File: src/rtl/spi_enc_pkg.sv
// Shared definitions for the SPI encoder counter bank.
//   - spi_state_e   : SPI slave FSM states
//   - SPI_ADDR_W    : width of the byte pointer / start address
//   - CMD_CLEAR_BIT : command byte bit that requests clear-on-read
//   - MAX_CHANNELS  : upper bound on the number of counter channels
package spi_enc_pkg;

    typedef enum logic [1:0] {
        ST_IDLE = 2'd0,
        ST_CMD  = 2'd1,
        ST_DATA = 2'd2
    } spi_state_e;

    localparam int SPI_ADDR_W    = 7;
    localparam int CMD_CLEAR_BIT = 7;
    localparam int MAX_CHANNELS  = 16;

endpackage

File: src/rtl/quad_decoder.sv
// One quadrature channel: 2-FF input synchroniser, optional glitch filter,
// 4x decoder and wrapping up/down counter.
// Optional feature macro: SPI_ENC_FILTER_EN (3-sample agreement filter).
// Ports:
//   clk, rst_n   : system clock, async active-low reset
//   enc_a, enc_b : raw (asynchronous) encoder phases
//   clear        : zero the counter this cycle (wins over a count edge)
//   count        : current counter value
module quad_decoder #(
    parameter int COUNT_WIDTH = 32
) (
    input  logic                   clk,
    input  logic                   rst_n,
    input  logic                   enc_a,
    input  logic                   enc_b,
    input  logic                   clear,
    output logic [COUNT_WIDTH-1:0] count
);

    // Phase pairs are kept as {a, b}.
    logic [1:0]             s1_q, s1_d;
    logic [1:0]             s2_q, s2_d;
    logic [1:0]             prev_q, prev_d;
    logic [COUNT_WIDTH-1:0] count_q, count_d;
    logic [1:0]             ab;
    logic [1:0]             pos_cur, pos_prev, step;
`ifdef SPI_ENC_FILTER_EN
    logic [1:0]             s3_q, s3_d;
    logic [1:0]             filt_q, filt_d;
`endif

    always_comb begin
        s1_d = {enc_a, enc_b};
        s2_d = s1_q;
`ifdef SPI_ENC_FILTER_EN
        // Window is the pin sampled on three consecutive edges (s1, s2, s3).
        // A pulse shorter than 3 clk never fills the window, and the filtered
        // value is used combinationally so only one clk of latency is added.
        s3_d = s2_q;
        for (int i = 0; i < 2; i++) begin
            filt_d[i] = ((s1_q[i] == s2_q[i]) && (s2_q[i] == s3_q[i])) ? s2_q[i] : filt_q[i];
        end
        ab = filt_d;
`else
        ab = s2_q;
`endif
        // Map the Gray sequence 00,01,11,10 onto positions 0..3; the
        // modulo-4 position difference gives +1, -1 or the illegal 2.
        pos_cur  = {ab[1], ab[1] ^ ab[0]};
        pos_prev = {prev_q[1], prev_q[1] ^ prev_q[0]};
        step     = pos_cur - pos_prev;
        // Always track the observed state so an illegal jump resynchronises.
        prev_d   = ab;
        count_d  = count_q;
        if (clear) begin
            count_d = '0;
        end else if (step == 2'd1) begin
            count_d = count_q + COUNT_WIDTH'(1);
        end else if (step == 2'd3) begin
            count_d = count_q - COUNT_WIDTH'(1);
        end
    end

    always_ff @(posedge clk or negedge rst_n) begin
        if (!rst_n) begin
            s1_q    <= '0;
            s2_q    <= '0;
            prev_q  <= '0;
            count_q <= '0;
`ifdef SPI_ENC_FILTER_EN
            s3_q    <= '0;
            filt_q  <= '0;
`endif
        end else begin
            s1_q    <= s1_d;
            s2_q    <= s2_d;
            prev_q  <= prev_d;
            count_q <= count_d;
`ifdef SPI_ENC_FILTER_EN
            s3_q    <= s3_d;
            filt_q  <= filt_d;
`endif
        end
    end

    assign count = count_q;

endmodule

File: src/rtl/spi_encoder_bank.sv
// Bank of NUM_CHANNELS quadrature counters read through a mode-0 SPI slave.
// A transaction is a command byte ({CLEAR, start_addr[6:0]}) followed by any
// number of data bytes streamed little-endian from a snapshot taken at cs fall.
// Optional feature macro: SPI_ENC_FILTER_EN (enables the per-phase glitch
// filter inside quad_decoder).
// Ports:
//   clk, rst_n   : system clock, async active-low reset
//   enc_a, enc_b : encoder phases, one bit per channel (asynchronous)
//   cs, sck, mosi: SPI slave inputs (asynchronous, oversampled)
//   miso         : SPI data out, forced low while cs is high
// Handshake: none; SPI framing is recovered from synchronised edges, so sck
// high/low times and cs idle time must each be at least 4 clk.
module spi_encoder_bank #(
    parameter int NUM_CHANNELS = 2,
    parameter int COUNT_WIDTH  = 32
) (
    input  logic                    clk,
    input  logic                    rst_n,
    input  logic [NUM_CHANNELS-1:0] enc_a,
    input  logic [NUM_CHANNELS-1:0] enc_b,
    input  logic                    cs,
    input  logic                    sck,
    input  logic                    mosi,
    output logic                    miso
);
    import spi_enc_pkg::*;

    localparam int BPC    = COUNT_WIDTH / 8;
    localparam int TOTAL  = NUM_CHANNELS * BPC;
    localparam int SNAP_W = NUM_CHANNELS * COUNT_WIDTH;

    logic [SNAP_W-1:0]     counts;
    logic [SNAP_W-1:0]     snap_q, snap_d;
    // [0] first sync stage, [1] synchronised value, [2] previous value
    logic [2:0]            cs_sync_q, cs_sync_d;
    logic [2:0]            sck_sync_q, sck_sync_d;
    logic [1:0]            mosi_sync_q, mosi_sync_d;
    spi_state_e            state_q, state_d;
    logic [2:0]            bit_cnt_q, bit_cnt_d;
    logic [SPI_ADDR_W-1:0] rx_q, rx_d;
    logic [7:0]            tx_q, tx_d;
    logic [SPI_ADDR_W-1:0] ptr_q, ptr_d;
    logic                  clr_lat_q, clr_lat_d;
    logic                  clr_pulse_q, clr_pulse_d;

    logic                  cs_fall, cs_rise, sck_rise, sck_fall;
    logic                  bit_inc, rx_shift, cmd_done, byte_done, tx_shift, data_en;
    logic [7:0]            cmd_byte, rd_byte;
    logic [SPI_ADDR_W-1:0] rd_addr;

    genvar g;
    generate
        for (g = 0; g < NUM_CHANNELS; g++) begin : g_chan
            quad_decoder #(.COUNT_WIDTH(COUNT_WIDTH)) u_dec (
                .clk   (clk),
                .rst_n (rst_n),
                .enc_a (enc_a[g]),
                .enc_b (enc_b[g]),
                .clear (clr_pulse_q),
                .count (counts[g*COUNT_WIDTH +: COUNT_WIDTH])
            );
        end
    endgenerate

    always_comb begin
        cs_sync_d   = {cs_sync_q[1:0], cs};
        sck_sync_d  = {sck_sync_q[1:0], sck};
        mosi_sync_d = {mosi_sync_q[0], mosi};
    end

    assign cs_fall  =  cs_sync_q[2] & ~cs_sync_q[1];
    assign cs_rise  = ~cs_sync_q[2] &  cs_sync_q[1];
    assign sck_rise = ~sck_sync_q[2] &  sck_sync_q[1];
    assign sck_fall =  sck_sync_q[2] & ~sck_sync_q[1];

    // FSM: state register
    always_ff @(posedge clk or negedge rst_n) begin
        if (!rst_n) begin
            state_q <= ST_IDLE;
        end else begin
            state_q <= state_d;
        end
    end

    // FSM: next state
    always_comb begin
        state_d = state_q;
        if (cs_rise) begin
            state_d = ST_IDLE;
        end else begin
            case (state_q)
                ST_IDLE: if (cs_fall)  state_d = ST_CMD;
                ST_CMD:  if (cmd_done) state_d = ST_DATA;
                default: ;
            endcase
        end
    end

    // FSM: outputs (datapath strobes)
    always_comb begin
        bit_inc   = 1'b0;
        rx_shift  = 1'b0;
        cmd_done  = 1'b0;
        byte_done = 1'b0;
        tx_shift  = 1'b0;
        data_en   = 1'b0;
        case (state_q)
            ST_CMD: begin
                bit_inc  = sck_rise & ~cs_rise;
                rx_shift = bit_inc;
                cmd_done = bit_inc & (bit_cnt_q == 3'd7);
            end
            ST_DATA: begin
                data_en   = 1'b1;
                bit_inc   = sck_rise & ~cs_rise;
                byte_done = bit_inc & (bit_cnt_q == 3'd7);
                // The fall that follows a byte's 8th rise has bit_cnt 0; it
                // must not shift, or the freshly loaded MSB would be lost.
                tx_shift  = sck_fall & ~cs_rise & (bit_cnt_q != 3'd0);
            end
            default: ;
        endcase
    end

    // Datapath
    always_comb begin
        cmd_byte = {rx_q, mosi_sync_q[1]};
        rd_addr  = cmd_done ? cmd_byte[SPI_ADDR_W-1:0] : ptr_q + 7'd1;
        rd_byte  = 8'h00;
        for (int i = 0; i < TOTAL; i++) begin
            if (rd_addr == SPI_ADDR_W'(i)) rd_byte = snap_q[i*8 +: 8];
        end

        // Counters are flops, so a count update in this cycle is not yet seen.
        snap_d      = cs_fall ? counts : snap_q;
        clr_pulse_d = cs_rise & clr_lat_q;
        bit_cnt_d   = bit_cnt_q;
        rx_d        = rx_q;
        tx_d        = tx_q;
        ptr_d       = ptr_q;
        clr_lat_d   = clr_lat_q;

        if (cs_rise || cs_fall) begin
            bit_cnt_d = 3'd0;
            rx_d      = '0;
            tx_d      = 8'h00;
            clr_lat_d = 1'b0;
        end else begin
            if (bit_inc)  bit_cnt_d = bit_cnt_q + 3'd1;
            if (rx_shift) rx_d = cmd_byte[SPI_ADDR_W-1:0];
            if (cmd_done) begin
                ptr_d     = rd_addr;
                clr_lat_d = cmd_byte[CMD_CLEAR_BIT];
                tx_d      = rd_byte;
            end
            if (byte_done) begin
                ptr_d = rd_addr;
                tx_d  = rd_byte;
            end
            if (tx_shift) tx_d = {tx_q[6:0], 1'b0};
        end
    end

    always_ff @(posedge clk or negedge rst_n) begin
        if (!rst_n) begin
            cs_sync_q   <= 3'b111;
            sck_sync_q  <= 3'b000;
            mosi_sync_q <= 2'b00;
            snap_q      <= '0;
            bit_cnt_q   <= 3'd0;
            rx_q        <= '0;
            tx_q        <= 8'h00;
            ptr_q       <= '0;
            clr_lat_q   <= 1'b0;
            clr_pulse_q <= 1'b0;
        end else begin
            cs_sync_q   <= cs_sync_d;
            sck_sync_q  <= sck_sync_d;
            mosi_sync_q <= mosi_sync_d;
            snap_q      <= snap_d;
            bit_cnt_q   <= bit_cnt_d;
            rx_q        <= rx_d;
            tx_q        <= tx_d;
            ptr_q       <= ptr_d;
            clr_lat_q   <= clr_lat_d;
            clr_pulse_q <= clr_pulse_d;
        end
    end

    // Gated with the raw pin so miso is low the instant cs deasserts.
    assign miso = data_en & tx_q[7] & ~cs;

endmodule
File: config.mk
export PLATFORM = sky130hd
export DESIGN_NAME = spi_encoder_bank
export DESIGN_NICKNAME = d
export VERILOG_FILES = /design/src/rtl/spi_enc_pkg.sv /design/src/rtl/quad_decoder.sv /design/src/rtl/spi_encoder_bank.sv
export SDC_FILE = /design/constraint.sdc
export NUM_CORES = 1
export LEC_CHECK = 0
export CAP_MARGIN = 5
export CORE_UTILIZATION = 48
export CTS_CLUSTER_SIZE = 40
export DETAILED_ROUTE_END_ITERATION = 12
export PLACE_DENSITY_LB_ADDON = 0.05
export SLEW_MARGIN = 20
export SYNTH_ARGS = -nofsm -noshare
export SYNTH_HDL_FRONTEND = slang
export SYNTH_SLANG_ARGS = --single-unit
File: constraint.sdc
create_clock -name clk -period 5.3 [get_ports clk]
set_clock_uncertainty 0.15 [all_clocks]
set_input_delay 1.325 -clock clk [delete_from_list [all_inputs] [get_ports clk]]
set_output_delay 1.325 -clock clk [all_outputs]
set_load 0.03 [all_outputs]
Yosys cells after proc, flatten, opt, wreduce, memory -nomap -nowiden. Cells that the tools add are included.

Input bits: 9. Output and inout bits: 1. Bits in registers: 177.

Multiplexer cells: 37. Add/sub/neg operators: 8. Bitwise operators: 22. Reduce and logical (&&, ||, !) cells: 15. Equal/unequal tests: 16.

Operators with widths (count): $mux W32 (6); $mux W8 (12); $add A32 B1 Y32 const B (2); $sub A32 B1 Y32 const B (2); $mux W7 (5); $eq A7 B3 Y1 const B (4); $eq A7 B2 Y1 const B (2); $reduce_bool A3 Y1 (4); $and A1 B1 Y1 (11); $mux W1 (8); $reduce_bool A2 Y1 (4); $add A7 B1 Y7 const B (1); $eq A7 B1 Y1 const B (1); $logic_not A7 Y1 (1); $not A1 Y1 (7); $eq A2 B1 Y1 const B (3); $eq A2 B2 Y1 const B (3); $mux W2 (3); $mux W3 (2); $ne A3 B3 Y1 const B (2); $pmux W2 S2 (1); $reduce_bool A4 Y1 (1); $sub A2 B2 Y2 (2); $xor A1 B1 Y1 (4); 7 further kinds (7).

Longest topological paths before layout.
Depth after elaboration: 20. Mapped depth: 16. Depth with buffers taken out: 15.

Modules after synthesis. From an unflattened synthesis, not the netlist that was laid out.

Cell total of the unflattened synthesis: 1211. Area, all modules: 11508.5 µm².

Modules (own cells, without submodules): spi_encoder_bank (cells each 448, area each 5062.4 µm², instances 1); quad_decoder at g_chan[1].u_dec (cells each 390, area each 3279.4 µm², instances 1); quad_decoder at g_chan[0].u_dec (cells each 373, area each 3166.8 µm², instances 1).

Worst setup path before layout. OpenSTA, ideal clock, no wires.

Kind: reg2reg. Start point: register g_chan[1].u_dec.prev_q[1]. End point: register g_chan[1].u_dec.count_q[31]. Arrival time: 4.134 ns. Slack: 0.888 ns. Data required time: 5.022 ns. Buffers on the path: 1. Cell stages (with the launch flop): 15. Library setup time: 0.128 ns. Cells stage by stage: dfrtp_1 -> xor2_1 -> ha_1 -> clkbuf_1 -> nor2_1 -> inv_1 -> ha_1 -> and3_1 -> a221o_1 -> o2111ai_1 -> a211oi_1 -> o41ai_2 -> nor2_1 -> a311oi_1 -> mux2_1.

Word-level cells in the longest chain between the ends: 5. Elaborated cells on any way between the ends: 7.

RTL lines: from (decl) (RTL line quad_decoder.sv:23) `logic [1:0] prev_q, prev_d;`; from (signal assigned) (RTL line quad_decoder.sv:77) `prev_q <= prev_d;`; $xor A1 B1 Y1 (RTL line quad_decoder.sv:50) `pos_prev = {prev_q[1], prev_q[1] ^ prev_q[0]};`; $sub A2 B2 Y2 * (RTL line quad_decoder.sv:51) `step = pos_cur - pos_prev;`; $eq A2 B1 Y1 (RTL line quad_decoder.sv:57) `end else if (step == 2'd1) begin`; $mux W32 (RTL line quad_decoder.sv:57); $mux W32 (RTL line quad_decoder.sv:55) `if (clear) begin`; to (signal assigned) (RTL line quad_decoder.sv:78) `count_q <= count_d;`; to (decl) (RTL line quad_decoder.sv:24) `logic [COUNT_WIDTH-1:0] count_q, count_d;`.

Every way passes the cells marked *; elsewhere a longest branch is shown, timed or not. A chain may end at the register's enable or synchronous reset.

Worst setup path in the final report.
Start point: register g_chan[0].u_dec.s2_q[1]. End point: register g_chan[0].u_dec.count_q[31].

Word-level cells in the longest chain between the ends: 5. Elaborated cells on any way between the ends: 7.

RTL lines: from (decl) (RTL line quad_decoder.sv:22) `logic [1:0] s2_q, s2_d;`; from (signal assigned) (RTL line quad_decoder.sv:67) `s2_q <= '0;`; from (signal assigned) (RTL line quad_decoder.sv:76) `s2_q <= s2_d;`; $xor A1 B1 Y1 (RTL line quad_decoder.sv:49) `pos_cur = {ab[1], ab[1] ^ ab[0]};`; $sub A2 B2 Y2 * (RTL line quad_decoder.sv:51); $eq A2 B1 Y1 (RTL line quad_decoder.sv:57); $mux W32 (RTL line quad_decoder.sv:57); $mux W32 (RTL line quad_decoder.sv:55); to (signal assigned) (RTL line quad_decoder.sv:78); to (decl) (RTL line quad_decoder.sv:24).

Marked as above.

==> impl_metrics.csv <==
group,metric,value,unit
sta,maxSlewViolCount,0,
placed_design,port_buffers,9,
clocking,cts_buffers,17,
floorplan,die_y,153,um
cells_and_area,drive_gt1_share,11.5,%
critical_path,crit_type,"flip-flop to flip-flop",
detailed_routing,drt-initial-drc-count,513,
sta,period_minus_slack,4.68,ns
logic_synthesis,synth_warnings,0,
placed_design,gp_congestion,0.868,
detailed_routing,vias,8363,
global_routing,grt_first_pass_wirelength,43600,um
clocking,cts-hold-fix-buffers,0,
sta,max_freq,214,MHz
logic_synthesis,synth_edf_count,0,
sta,relSlewSlack,30.3,%
logic_synthesis,ys.flop_type,"dfrtp_1",
logic_synthesis,synth_top_area_share,39.8,%
placed_design,postPlaceCellArea,0.0113,mm2
clocking,clockBufferDepth,2,
detailed_routing,drtAntennaViolNets,0,
global_routing,grt_max_degree,122,
floorplan,die_w,153,um
critical_path,worstPathMaxFanout,31,
global_routing,gr-total-overflow,0,
global_routing,grt_use_total,23.6,%
floorplan,io_pins,10,
floorplan,rows,54,
placed_design,pre_cts_ws,0.517,ns
worst_hold_path,worstHoldStart,"g_chan[0].u_dec.s1_q[0]",
clocking,clock_latency,0.43,ns
critical_path,worstPathArrival,4.84,ns
floorplan,core_area,0.0221,mm2
worst_hold_path,holdCritPathClass,"flip-flop to flip-flop",
detailed_routing,wl_per_cell,18.4,um
logic_synthesis,synth_top_area_cell,"dfrtp_1",
logic_synthesis,synthTopCellsByArea,"dfrtp_1, ha_1, mux2_2, nand2_1, a21oi_1",
logic_synthesis,async_reset_ff_share,100,%
detailed_routing,first_pass_iters,4,
logic_synthesis,synthCells,1127,
status,status,"completed",
cells_and_area,area.growth.synth_to_final,8.93,%
power,power,7750,uW
cells_and_area,fin_nets,1208,
sta,setup_violations,0,
clocking,clk_pin_slew,0.07,ns
clocking,clock-root-buffer,"clkbuf_16",
logic_synthesis,netlist_area,0.0109,mm2
critical_path,reg2reg_from,"g_chan[0].u_dec.ab[1]",
logic_synthesis,ys_seq_elements,177,
sta,final.setup.tns,0,ns
floorplan,start_util,49.6,%
power,power_density,650,mW/mm2
clocking,postCtsSetupRepairBufs,0,
sta,worst_pin_slew,1.04,ns
sta,min_period_over_period,88.3,%
global_routing,antenna_found_initial,0,
logic_synthesis,ys_seq_area_share,40.5,%
cells_and_area,final_area,0.0119,mm2
sta,hold_slack,0.200,ns
global_routing,grt_pass1_vias,8202,
sta,grt_setup_unrepaired,"no",
detailed_routing,totalWireLength,26200,um
logic_synthesis,yosysUniqueCellTypes,74,
critical_path,crit_required,5.47,ns
sta,final_hold_viol_count,0,
cells_and_area,antennaDiodeCount,0,
logic_synthesis,synth.avg_cell_area,9.71,um2
critical_path,end_kind,"flip-flop",
cells_and_area,final_cell_mix,"dfrtp_1, nand2_1, nor2_1",
clocking,cts.sinks,177,
clocking,h-tree-depth,4,
logic_synthesis,syn_nets,1209,
critical_path,worstSetupStartpoint,"g_chan[0].u_dec.ab[1]",
clocking,cts_resized,0,
detailed_routing,remaining_drc_errors,0,
sta,setup_ws,0.622,ns
placed_design,post-dp-hpwl,18700,um
run,maxCapViolCount,0,
floorplan,fp.dieArea,0.0234,mm2
clocking,cts_tree,"yes",
cells_and_area,layout_commonest_cell,"dfrtp_1",
critical_path,crit_path_start_kind,"flip-flop",
power,ir_drop,325,uV
power,p_leak,0.00521,uW
detailed_routing,via_per_inst,5.89,
-- kinds of logic (layout without fill, tap and decap cells) --
| family | Yosys count | in the layout | synth area share, % |
|---|---|---|---|
| xor+xnor | 40 | 40 | 3.20 |
| simple gates | 325 | 325 | 13.6 |
| buf+inv | 87 | 99 | 3.17 |
| fa+ha+maj | 73 | 73 | 8.48 |
| flops | 177 | 177 | 40.5 |
| compound gates | 325 | 325 | 19.9 |
| mux | 100 | 100 | 11.2 |
-- registers in the layout, summed over array words and instances, names as in the netlist --
register / cells
bit_cnt_q: 3
clr_lat_q: 1
clr_pulse_q: 1
cs_sync_q: 3
g_chan.u_dec.ab: 4
g_chan.u_dec.count: 64
g_chan.u_dec.prev_q: 4
g_chan.u_dec.s1_q: 4
mosi_sync_q: 2
ptr_q: 7
rx_q: 7
sck_sync_q: 3
snap_q: 64
state_q: 2
tx_q: 8
-- metrics by stage --
stage / cells / util [%]
6_report: 1419 / 54.0
5_1_grt: 1419 / 54.0
4_1_cts: 1419 / 54.0
3_5_place_dp: 1387 / 51.3
3_3_place_gp: 1387 / 51.3
2_1_floorplan: 1127 / -
-- synthesized netlist by cell type, types with 9 or more instances --
cell	count
o21a_1	19
a211oi_1	19
o211ai_1	12
xnor2_1	27
xor2_1	13
a21oi_1	81
clkbuf_1	38
nor3_1	25
dfrtp_1	174
mux2i_1	23
o21ai_0	59
nand2_1	112
mux2_2	66
or3_1	14
a21o_1	20
a31oi_1	16
and3_1	14
nor2_1	97
a21boi_0	9
ha_1	71
inv_1	41
nand3_1	23
-- worst max-delay path, cell delays in order, from the launching register on --
cell and delay (ns):
dfrtp_1 0.42, xnor2_1 0.14, ha_1 0.20, xor2_1 0.15, xnor2_1 0.14, nand2_1 0.07
buf_4 0.34, ha_1 0.37, and3_1 0.19, a221o_1 0.37, o221ai_1 0.35, nand3_1 0.21
a21bo_2 0.27, a221oi_1 0.54, mux2i_1 0.29, mux2_2 0.35
-- power by group --
group          internal, uW  switching, uW  total (uW)  leakage [uW]
sequential             1870            461        2330       0.00217
clock                   672            597        1270      0.000288
combinational          1890           2250        4150       0.00275
-- worst paths after layout --
check	to	slack, ns	cells past startpoint
max	g_chan[0].u_dec.count[31]	0.62	15
min	g_chan[0].u_dec.ab[0]	0.20	0
max reg2reg	g_chan[0].u_dec.count[31]	0.62	15
min reg2reg	g_chan[0].u_dec.ab[0]	0.20	0
max in group asynchronous	snap_q[37]	3.12	2
min in group asynchronous	g_chan[1].u_dec.count[29]	0.88	1
-- layout make-up --
cell class | count | area (um2)
Fill cell | 2022 | 10200
Multi-Input combinational cell | 863 | 6180
Sequential cell | 177 | 4430
Clock buffer | 17 | 425
Tap cell | 280 | 350
Timing Repair Buffer | 25 | 214
Clock inverter | 15 | 166
Inverter | 42 | 158
-- routing by layer --
metal / global-route usage, % / part of all wire, % / vias to the layer above
met1: 32.1 / 48 / 4060
met3: 3.18 / 2.7 / 26
met5: 0 / 0 / -
met4: 7.31 / 1.5 / 0
met2: 39.0 / 48 / 105
li1: - / - / 4172
No activity file was read; power rests on OpenSTA's default activity.
